$ cat config.mk
export PLATFORM = sky130hd
export DESIGN_NAME = pwm_timebase
export DESIGN_NICKNAME = d
export VERILOG_FILES = /design/src/rtl/pwm_timebase.sv
export SDC_FILE = /design/constraint.sdc
export NUM_CORES = 1
export LEC_CHECK = 0
export ABC_CLOCK_PERIOD_IN_PS = 6700
export CORE_MARGIN = 2
export CORE_UTILIZATION = 40
export CTS_CLUSTER_SIZE = 16
export DETAILED_ROUTE_END_ITERATION = 10
export HOLD_SLACK_MARGIN = 0.08
export PLACE_DENSITY_LB_ADDON = 0.25
export SYNTH_ARGS = -nofsm -noshare
export SYNTH_HDL_FRONTEND = slang
export SYNTH_SLANG_ARGS = --single-unit
$ cat constraint.sdc
create_clock -name clock -period 6.7 [get_ports clock]
set_clock_uncertainty 0.05 [all_clocks]
set_input_delay 0.67 -clock clock [delete_from_list [all_inputs] [get_ports clock]]
set_output_delay 0.67 -clock clock [all_outputs]
set_load 0.01 [all_outputs]
$ cat src/rtl/pwm_timebase.sv
// Prescaled, period-programmable PWM timebase with a wrap pulse and a ramSafe window.
// New prescale/period settings are held in one pending slot and committed only at wrap or in IDLE.
module pwm_timebase #(
    parameter int unsigned          WIDTH      = 16,
    parameter int unsigned          PRE_W      = 8,
    parameter logic [WIDTH-1:0]     SAFE_START = WIDTH'(16'hEFFF)
) (
    input  logic               clock,
    input  logic               reset,
    input  logic               enable,
    input  logic               cfgValid,
    output logic               cfgReady,
    input  logic [PRE_W-1:0]   cfgPrescale,
    input  logic [WIDTH-1:0]   cfgPeriod,
    output logic [WIDTH-1:0]   counter,
    output logic               ramSafe,
    output logic               wrap,
    output logic               running
);

    typedef enum logic [1:0] {
        IDLE  = 2'd0,
        RUN   = 2'd1,
        DRAIN = 2'd2
    } state_e;

    typedef struct packed {
        logic [PRE_W-1:0] prescale;
        logic [WIDTH-1:0] period;
    } cfg_t;

    state_e             state_q, state_d;
    logic [WIDTH-1:0]   counter_q, counter_d;
    logic [PRE_W-1:0]   pre_cnt_q, pre_cnt_d;
    cfg_t               active_q, active_d;
    cfg_t               pend_q, pend_d;
    logic               pending_q, pending_d;
    logic               cfg_ready_q, cfg_ready_d;
    logic               ram_safe_q, ram_safe_d;
    logic               wrap_q, wrap_d;
    logic               running_q, running_d;
    logic               tick;
    logic               commit;
    logic               xfer;

    // Next-state, counting, and config commit logic
    always_comb begin
        state_d     = state_q;
        counter_d   = counter_q;
        pre_cnt_d   = pre_cnt_q;
        active_d    = active_q;
        pend_d      = pend_q;
        pending_d   = pending_q;
        wrap_d      = 1'b0;
        tick        = 1'b0;
        commit      = 1'b0;
        xfer        = cfgValid && cfg_ready_q;

        case (state_q)
            IDLE: begin
                counter_d = '0;
                pre_cnt_d = '0;
                commit    = pending_q;
                if (enable) begin
                    state_d = RUN;
                end
            end
            RUN, DRAIN: begin
                if (pre_cnt_q == active_q.prescale) begin
                    pre_cnt_d = '0;
                    tick      = 1'b1;
                end else begin
                    pre_cnt_d = pre_cnt_q + PRE_W'(1);
                end
                if (tick) begin
                    if (counter_q == active_q.period) begin
                        counter_d = '0;
                        wrap_d    = 1'b1;
                        commit    = pending_q;
                    end else begin
                        counter_d = counter_q + WIDTH'(1);
                    end
                end
                if (state_q == RUN) begin
                    if (!enable) begin
                        state_d = DRAIN;
                    end
                end else if (enable) begin
                    state_d = RUN;
                end else if (wrap_d) begin
                    state_d = IDLE;
                end
            end
            default: begin
                state_d   = IDLE;
                counter_d = '0;
                pre_cnt_d = '0;
            end
        endcase

        // Commit reads the pending slot as it was before this edge's transfer
        if (commit) begin
            active_d  = pend_q;
            pending_d = 1'b0;
            pre_cnt_d = '0;
        end
        if (xfer) begin
            pend_d    = '{prescale: cfgPrescale, period: cfgPeriod};
            pending_d = 1'b1;
        end

        cfg_ready_d = !pending_d;
        running_d   = (state_d != IDLE);
        ram_safe_d  = (state_d != IDLE) && (counter_d >= SAFE_START) && !wrap_d;
    end

    always_ff @(posedge clock) begin
        if (reset) begin
            state_q     <= IDLE;
            counter_q   <= '0;
            pre_cnt_q   <= '0;
            active_q    <= '{prescale: '0, period: '1};
            pend_q      <= '0;
            pending_q   <= 1'b0;
            cfg_ready_q <= 1'b1;
            ram_safe_q  <= 1'b0;
            wrap_q      <= 1'b0;
            running_q   <= 1'b0;
        end else begin
            state_q     <= state_d;
            counter_q   <= counter_d;
            pre_cnt_q   <= pre_cnt_d;
            active_q    <= active_d;
            pend_q      <= pend_d;
            pending_q   <= pending_d;
            cfg_ready_q <= cfg_ready_d;
            ram_safe_q  <= ram_safe_d;
            wrap_q      <= wrap_d;
            running_q   <= running_d;
        end
    end

    assign counter  = counter_q;
    assign ramSafe  = ram_safe_q;
    assign wrap     = wrap_q;
    assign running  = running_q;
    assign cfgReady = cfg_ready_q;

endmodule

==> results of run 1 <==
[critical path, stage by stage, from the launching register on]
cell	delay (ps)
dfxtp_1	520
xnor2_1	160
nand4_1	130
nor4_2	390
a31oi_1	200
nor3b_4	190
buf_4	430
or3_1	350
nor2_1	100
[flip-flops by register name, summed over array words and instances, names as in the netlist]
signal,count
running,1
cfgReady,1
pend_q,24
counter,16
pending_q,1
ramSafe,1
state_q,2
pre_cnt_q,8
wrap,1
active_q,24
[power by group through the flow]
stage / registers, mW / clock network [mW] / logic [mW]
after detailed placement: 0.519 / 0 / 0.120
after global placement: 0.519 / 0 / 0.118
final: 0.508 / 0.341 / 0.119
after global routing: 0.511 / 0.370 / 0.132
after CTS: 0.508 / 0.348 / 0.120
after floorplan: 0.515 / 0 / 0.0841
[layout make-up]
class / instances / area, sq um
fillers: 840 / 4410
repair buffers: 48 / 473
multi-input cells: 281 / 1860
clock inverters: 6 / 61.3
well taps: 108 / 135
flip-flops and latches: 79 / 1580
clock buffers: 10 / 128
inverters: 9 / 33.8
[cell usage in the layout, fill, tap and decap left out, types with 5 or more instances in the layout]
cell,instances
inv_1,9
ha_1,5
nor2_1,36
mux2i_1,9
xnor2_2,8
nor2b_1,16
a211o_1,16
a21oi_1,26
xnor2_1,25
xor2_1,12
clkbuf_8,9
nand4_1,6
nand3_1,15
clkdlybuf4s50_1,46
nand2_1,57
dfxtp_1,79
[cell usage after synthesis (5+ instances only)]
library cell  count  area share
nand3_1          15       0.021
a21oi_1          26       0.036
a211o_1          16       0.039
xor2_1           12       0.029
mux2i_1           9       0.025
xnor2_2           8       0.036
nor2b_1          16       0.028
ha_1              5       0.018
dfxtp_1          79        0.44
nand2_1          57       0.060
nand4_1           6       0.011
nor2_1           36       0.038
inv_1             9      0.0095
xnor2_1          25       0.061
clkbuf_1         13       0.014
buf_4             5       0.011
[metal layers]
| metal | up-vias | track usage | share of wire |
|---|---|---|---|
| li1 | 1401 | - | - |
| met1 | 1239 | 0.225 | 0.50 |
| met2 | 67 | 0.238 | 0.44 |
| met3 | 14 | 0.0305 | 0.044 |
| met4 | 0 | 0.0643 | 0.019 |
| met5 | - | 0 | 0 |
[worst min-delay path by stage]
| stage | startpoint | to | slack (ps) | cells after the start |
|---|---|---|---|---|
| detailed placement | pend_q[17] | pend_q[17] | 400 | 2 |
| CTS | pend_q[17] | pend_q[17] | 410 | 2 |
| global placement | pend_q[23] | pend_q[23] | 390 | 2 |
| finish | pend_q[0] | pend_q[0] | 410 | 2 |
| floorplan | pend_q[0] | active_q[0] | 390 | 1 |
| global route | pend_q[0] | pend_q[0] | 420 | 2 |
[logic make-up after synthesis]
logic type | count (synthesis) | synth area share
xor gates and xnor gates | 45 | 0.127
muxes | 9 | 0.0252
AOI/OAI and AO/OA | 56 | 0.106
adders and majority gates | 5 | 0.0175
and+or+nand+nor | 166 | 0.242
DFF | 79 | 0.443
buffers and inverters | 31 | 0.0392
[through the flow]
| step | std cells | hold slack [ps] | total power, mW | setup WS (ps) |
|---|---|---|---|---|
| finish | 541 | 407 | 0.968 | 4050 |
| global route | 541 | 424 | 1.01 | 3690 |
| CTS | 541 | 408 | 0.976 | 4040 |
| detailed placement | 525 | 397 | 0.639 | 4060 |
| global placement | 525 | 392 | 0.636 | 4100 |
| floorplan | 391 | 385 | 0.599 | 4450 |
==> out/metrics.sh, run 1 <==
P_COMB_FRAC=0.123
SYN_AREA_PER_CELL_SQ_UM=9.13
GRT_PASS1_VIAS=2489
INTERNAL-POWER_mW=0.721
CTS.SINKS=79
CRITPATHMAXFANOUT=41
CP_DATA_REQUIRED_TIME_PS=6870
ROUTE.FINAL.WIRE_LENGTH_MICRONS=7390
CRITICALPATHCATEGORY='reg2reg'
TIMING_MAX_TRANSITION_VIOLATIONS_FINAL=0
F_MAX_MHz=377
VIA_COUNT=2721
MIN_DELAY_PATH_CLASS='reg2reg'
PLACE.GP.CONGESTION=0.835
R2R_SETUP_SLACK_PS=4050
WORST_SETUP_HOLD_PATH_CLK_SLEW_PS=80
R2R-START='counter[8]'
SETUP_VIOL=0
CLOCK_ROOT_BUFFER='clkbuf_8'
TIMING.RR.END='pre_cnt_q[3]'
YS_DOMINANT_REG_CELL='dfxtp_1'
TRITONCTS='yes'
CTS_INSERTED_BUFFERS=9
P_LEAK_nW=1.46
IO-PIN-COUNT=48
GRT_OVERFLOW_TOTAL=0
CTS_HOLD_BUFFERS_ADDED=0
INITIAL_UTILIZATION=0.411
GRT_START_MAX_NET_PINS=54
WORST_SETUP_PATH_ENDPOINT='pre_cnt_q[3]'
DESIGN_AREA_SQ_MM=0.00427
PLACEABLECOREAREA_SQ_MM=0.00868
POST_CTS_BUFFERS=0
DETAIL_ROUTE.FIRST_PASS.ITERATIONS=4
DPL_CELL_AREA_SQ_MM=0.00408
SETUP_REPAIR_AFTER_GLOBAL_ROUTING_MISSED_ITS_MARGIN='no'
NETLIST_AREA_SQ_MM=0.00357
DRV.MAX_CAP_VIOLATION_COUNT=0
SYNTH.FF_LATCH_COUNT=79
CRITICAL_PATH.STARTPOINT_TYPE='flop'
CLOCK_POWER_SHARE=0.352
FINISH.UTILIZATION=0.492
CRIT_START='counter[8]'
FINAL_MIN_PERIOD_PS=2650
ANTENNA_LEFT=0
IR_DROP_mV=0.114
CP_DATA_ARRIVAL_TIME_PS=2830
PLACEMENT.IO_BUFFERS=47
DETAILEDPLACEMENTHPWL_MICRONS=5340
YS_SEQ_AREA_FRAC=0.443
KIND_OF_END_POINT_OF_THE_CRITICAL_PATH='flop'
WORST_SLEW_PIN_SLEW_PS=934
POST-ROUTE-PERIOD-UTIL=0.396
GRT_ANTENNA_BEFORE_REPAIR=0
YOSYS_WARNINGS=0
GLOBAL_ROUTE_WIRE_LENGTH_BEFORE_REPAIR_MICRONS=12300
MAX-SLEW-MARGIN-REL=0.377
POWER.SHARE.SWITCHING=0.255
FINALNETCOUNT=461
SHARE_OF_FLIP_FLOPS_WITH_AN_ASYNCHRONOUS_SET_OR_RESET=0
MAX-CLOCK-PATH-BUFFERS=2
GLOBAL_ROUTE.USAGE.TOTAL=0.158
ROW_COUNT=34
DRT_FIRST_ITER_VIOLATIONS=93
OUTCOME='complete, no violations'
SEQUENTIALPOWERSHARE=0.525
SYNTH_FP_NETS=424
ANTENNA_CELLS=0
POST-ROUTE-DRC-COUNT=0
FLOORPLAN.DIE_AREA_SQ_MM=0.00970
CHIPHEIGHT_MICRONS=98.5
WORSTSKEWPAIRLATENCY_PS=350
DIE_WIDTH_MICRONS=98.5
LAYOUT_OVERHEAD_ON_THE_SYNTHESIZED_AREA_PCT=19.5
NETLIST-CELL-TYPE-COUNT=49
CTS_REPAIR_RESIZE_COUNT=0
HTREE_LEVELS=3
VIAS_PER_CELL=5.03
LAYOUT-DRIVE-GT1-SHARE=0.0855
SYNTHESIS.INSTANCES=391
REG2REG_DEPTH=8
NUMBER_OF_FLOPS_MAPPED_TO_ENABLE_CELLS_BY_YOSYS=0
P_SW_mW=0.247
FIN_TNS_SETUP_PS=0
TIMING.FINAL.HOLD_VIOLATIONS=0
DRT-WIRELENGTH-PER-CELL_MICRONS=13.7
POWER_PER_CELL_AREA_mW_PER_MM2=227
(Power assumes the default switching activity.)
==> run 2, diff against run 1 <==
ABC_CLOCK_PERIOD_IN_PS = 2200   (was 6700)
clock period = 2.2 ns   (was 6.7 ns; I/O delays follow)
==> out/metrics.sh, run 2 (synthesis results as in run 1) <==
OUTCOME='complete, but fails checks'
VIOLATIONS_IN_THE_FINAL_REPORTS='negative setup slack'
DIE_WIDTH_MICRONS=98.5  # unchanged
DETAIL_ROUTE.FIRST_PASS.ITERATIONS=4  # unchanged
CLOCK_ROOT_BUFFER='clkbuf_8'
ROW_COUNT=34  # unchanged
FILLERS=775  # -7.7%
P_SW_mW=0.811  # +230%
POWER.SHARE.SWITCHING=0.260  # +0.00501
DPL_CELL_AREA_SQ_MM=0.00448  # +9.7%
VIAS_PER_CELL=5.07  # +0.77%
CTS.SINKS=79  # unchanged
PLACEMENT.IO_BUFFERS=47  # unchanged
REGAREA_SQ_MM=0.00161  # +1.8%
FINAL_CELL_MIX='dfxtp_1, nand2_1, buf_4'
ANTENNA_LEFT=0  # unchanged
FINAL_INSTANCE_COUNT_EXCL_FILLERS=600  # +11%
REG2REG_DEPTH=8  # unchanged
CRITICALPATHCATEGORY='reg2reg'
DRT-WIRELENGTH-PER-CELL_MICRONS=14.8  # +7.9%
SETUP_REPAIR_AFTER_GLOBAL_ROUTING_MISSED_ITS_MARGIN='yes'
TIMING.RR.END='ramSafe'
WORST_SLEW_PIN_SLEW_PS=564  # -370 ps
FIN_TNS_SETUP_PS=-25.7  # -25.7 ps
GRT_PASS1_VIAS=2828  # +14%
P_LEAK_nW=1.86  # +27%
MIN_FROM='reset'
PLACE.DETAILED.INSTANCES=574  # +9.3%
GRT_START_MAX_NET_PINS=53  # -1.9%
P_COMB_FRAC=0.163  # +0.040
POST-ROUTE-DRC-COUNT=0  # unchanged
MAX-CLOCK-PATH-BUFFERS=2  # unchanged
INITIAL_UTILIZATION=0.411  # unchanged
GRT_OVERFLOW_TOTAL=0  # unchanged
IR_DROP_mV=0.348  # +210%
KIND_OF_END_POINT_OF_THE_CRITICAL_PATH='flop'
ANTENNA_CELLS=0  # unchanged
IO-PIN-COUNT=48  # unchanged
FINISH.UTILIZATION=0.569  # +0.0774
GLOBAL_ROUTE_WIRE_LENGTH_BEFORE_REPAIR_MICRONS=14000  # +14%
GLOBAL_ROUTE.USAGE.TOTAL=0.183  # +0.0251
LAYOUT-DRIVE-GT1-SHARE=0.266  # +0.181
PLACE.GP.CONGESTION=0.837  # +0.22%
MIN_DELAY_PATH_CLASS='in2reg'
MULTI_INPUT_GATE_AREA_IN_THE_FINAL_LAYOUT_SQ_MM=0.00197  # +6.0%
FINALNETCOUNT=522  # +13%
R2R-START='pre_cnt_q[6]'
R2R_SETUP_SLACK_PS=-30  # -4070 ps
CP_DATA_ARRIVAL_TIME_PS=2470  # -360 ps
WORST_SLACK_PS=-25.7  # -4070 ps
TOTAL_POWER_mW=3.12  # +220%
DETAILEDPLACEMENTHPWL_MICRONS=5930  # +11%
HOLD_CRIT_DEPTH=3  # +1
MAX-SLEW-MARGIN-REL=0.624  # +0.247
LAYOUT.CELLS.MOST_COMMON='dfxtp_1'
POST-PLACE-WS_PS=-105  # -4160 ps
CRITPATHMAXFANOUT=5  # -88%
DRT_FIRST_ITER_VIOLATIONS=127  # +37%
ROUTE.FINAL.WIRE_LENGTH_MICRONS=8850  # +20%
CTS_INSERTED_BUFFERS=9  # unchanged
CRITICAL_PATH.STARTPOINT_TYPE='flop'
TRITONCTS='yes'
F_MAX_MHz=449  # +19%
CLOCK_POWER_SHARE=0.342  # -0.010
CTS_HOLD_BUFFERS_ADDED=0  # unchanged
HOLD_END='wrap'
TIMING_MAX_TRANSITION_VIOLATIONS_FINAL=0  # unchanged
CP_DATA_REQUIRED_TIME_PS=2450  # -4420 ps
WHS_PS=196  # -211 ps
WORSTSKEWPAIRLATENCY_PS=360  # about the same
WORST_SETUP_HOLD_PATH_CLK_SLEW_PS=80  # about the same
INTERNAL-POWER_mW=2.31  # +220%
HTREE_LEVELS=3  # unchanged
DESIGN_AREA_SQ_MM=0.00494  # +16%
FLOORPLAN.DIE_AREA_SQ_MM=0.00970  # unchanged
VIA_COUNT=3041  # +12%
POWER_PER_CELL_AREA_mW_PER_MM2=631  # +180%
DRV.MAX_CAP_VIOLATION_COUNT=0  # unchanged
FINAL_MIN_PERIOD_PS=2230  # -428 ps
LAYOUT_OVERHEAD_ON_THE_SYNTHESIZED_AREA_PCT=38.3
TIMING.FINAL.HOLD_VIOLATIONS=0  # unchanged
SEQUENTIALPOWERSHARE=0.496  # -0.029
SETUP_VIOL=1  # +1
POST-ROUTE-PERIOD-UTIL=1.01  # +0.616
GRT_ANTENNA_BEFORE_REPAIR=1  # +1
PLACEABLECOREAREA_SQ_MM=0.00868  # unchanged
CHIPHEIGHT_MICRONS=98.5  # unchanged
[run 2: changes by cell type in the layout (fill, tap and decap cells not counted), moves of 4 or more]
cell and delta:
dfxtp_2 +17, buf_6 +4, buf_4 +51, dfxtp_1 -19
[run 2: metal layers]
layer | vias up | track usage | share of wire
met1 | 1428 | 0.260 | 0.49
met4 | 2 | 0.0580 | 0.017
met3 | 16 | 0.0475 | 0.042
met2 | 70 | 0.275 | 0.44
met5 | - | 0 | 0.0017
li1 | 1525 | - | -
[run 2: what timing repair did]
action | in CTS | in global routing
resized for setup | 21 | 25
pin swaps | 24 | 9
setup buffers | 8 | 2
gates cloned | 2 | 1
setup endpoints to repair | 22 | 34
[run 2: worst max path at each step]
stage          cells after the start      endpoint    startpoint
2_1_floorplan                      9  active_q[16]   counter[11]
3_3_place_gp                       9   active_q[3]   counter[14]
3_5_place_dp                       7       ramSafe  active_q[18]
4_1_cts                           10  active_q[14]   active_q[7]
5_1_grt                           10   active_q[0]   counter[14]
6_report                           8       ramSafe  pre_cnt_q[6]
[run 2: layout make-up]
type / instances / area share
well taps: 108 / 0.0274
inverters: 9 / 0.00684
multi-input cells: 281 / 0.398
clock inverters: 4 / 0.00963
repair buffers: 109 / 0.204
flip-flops and latches: 79 / 0.326
clock buffers: 10 / 0.0279
[run 2: power groups by stage]
stage | logic [mW] | clock network [mW] | registers (mW)
floorplan | 0.259 | 0 | 1.57
global route | 0.551 | 1.15 | 1.55
CTS | 0.483 | 1.08 | 1.55
detailed placement | 0.416 | 0 | 1.58
finish | 0.507 | 1.07 | 1.55
global placement | 0.408 | 0 | 1.58
[run 2: critical path, cell delays in order, from the launching register on]
cell	delay, ps
dfxtp_2	340
xnor2_2	230
nand4_4	230
buf_6	190
nor4_4	210
a311oi_1	90
or4_1	430
o41ai_2	200
and4_1	200
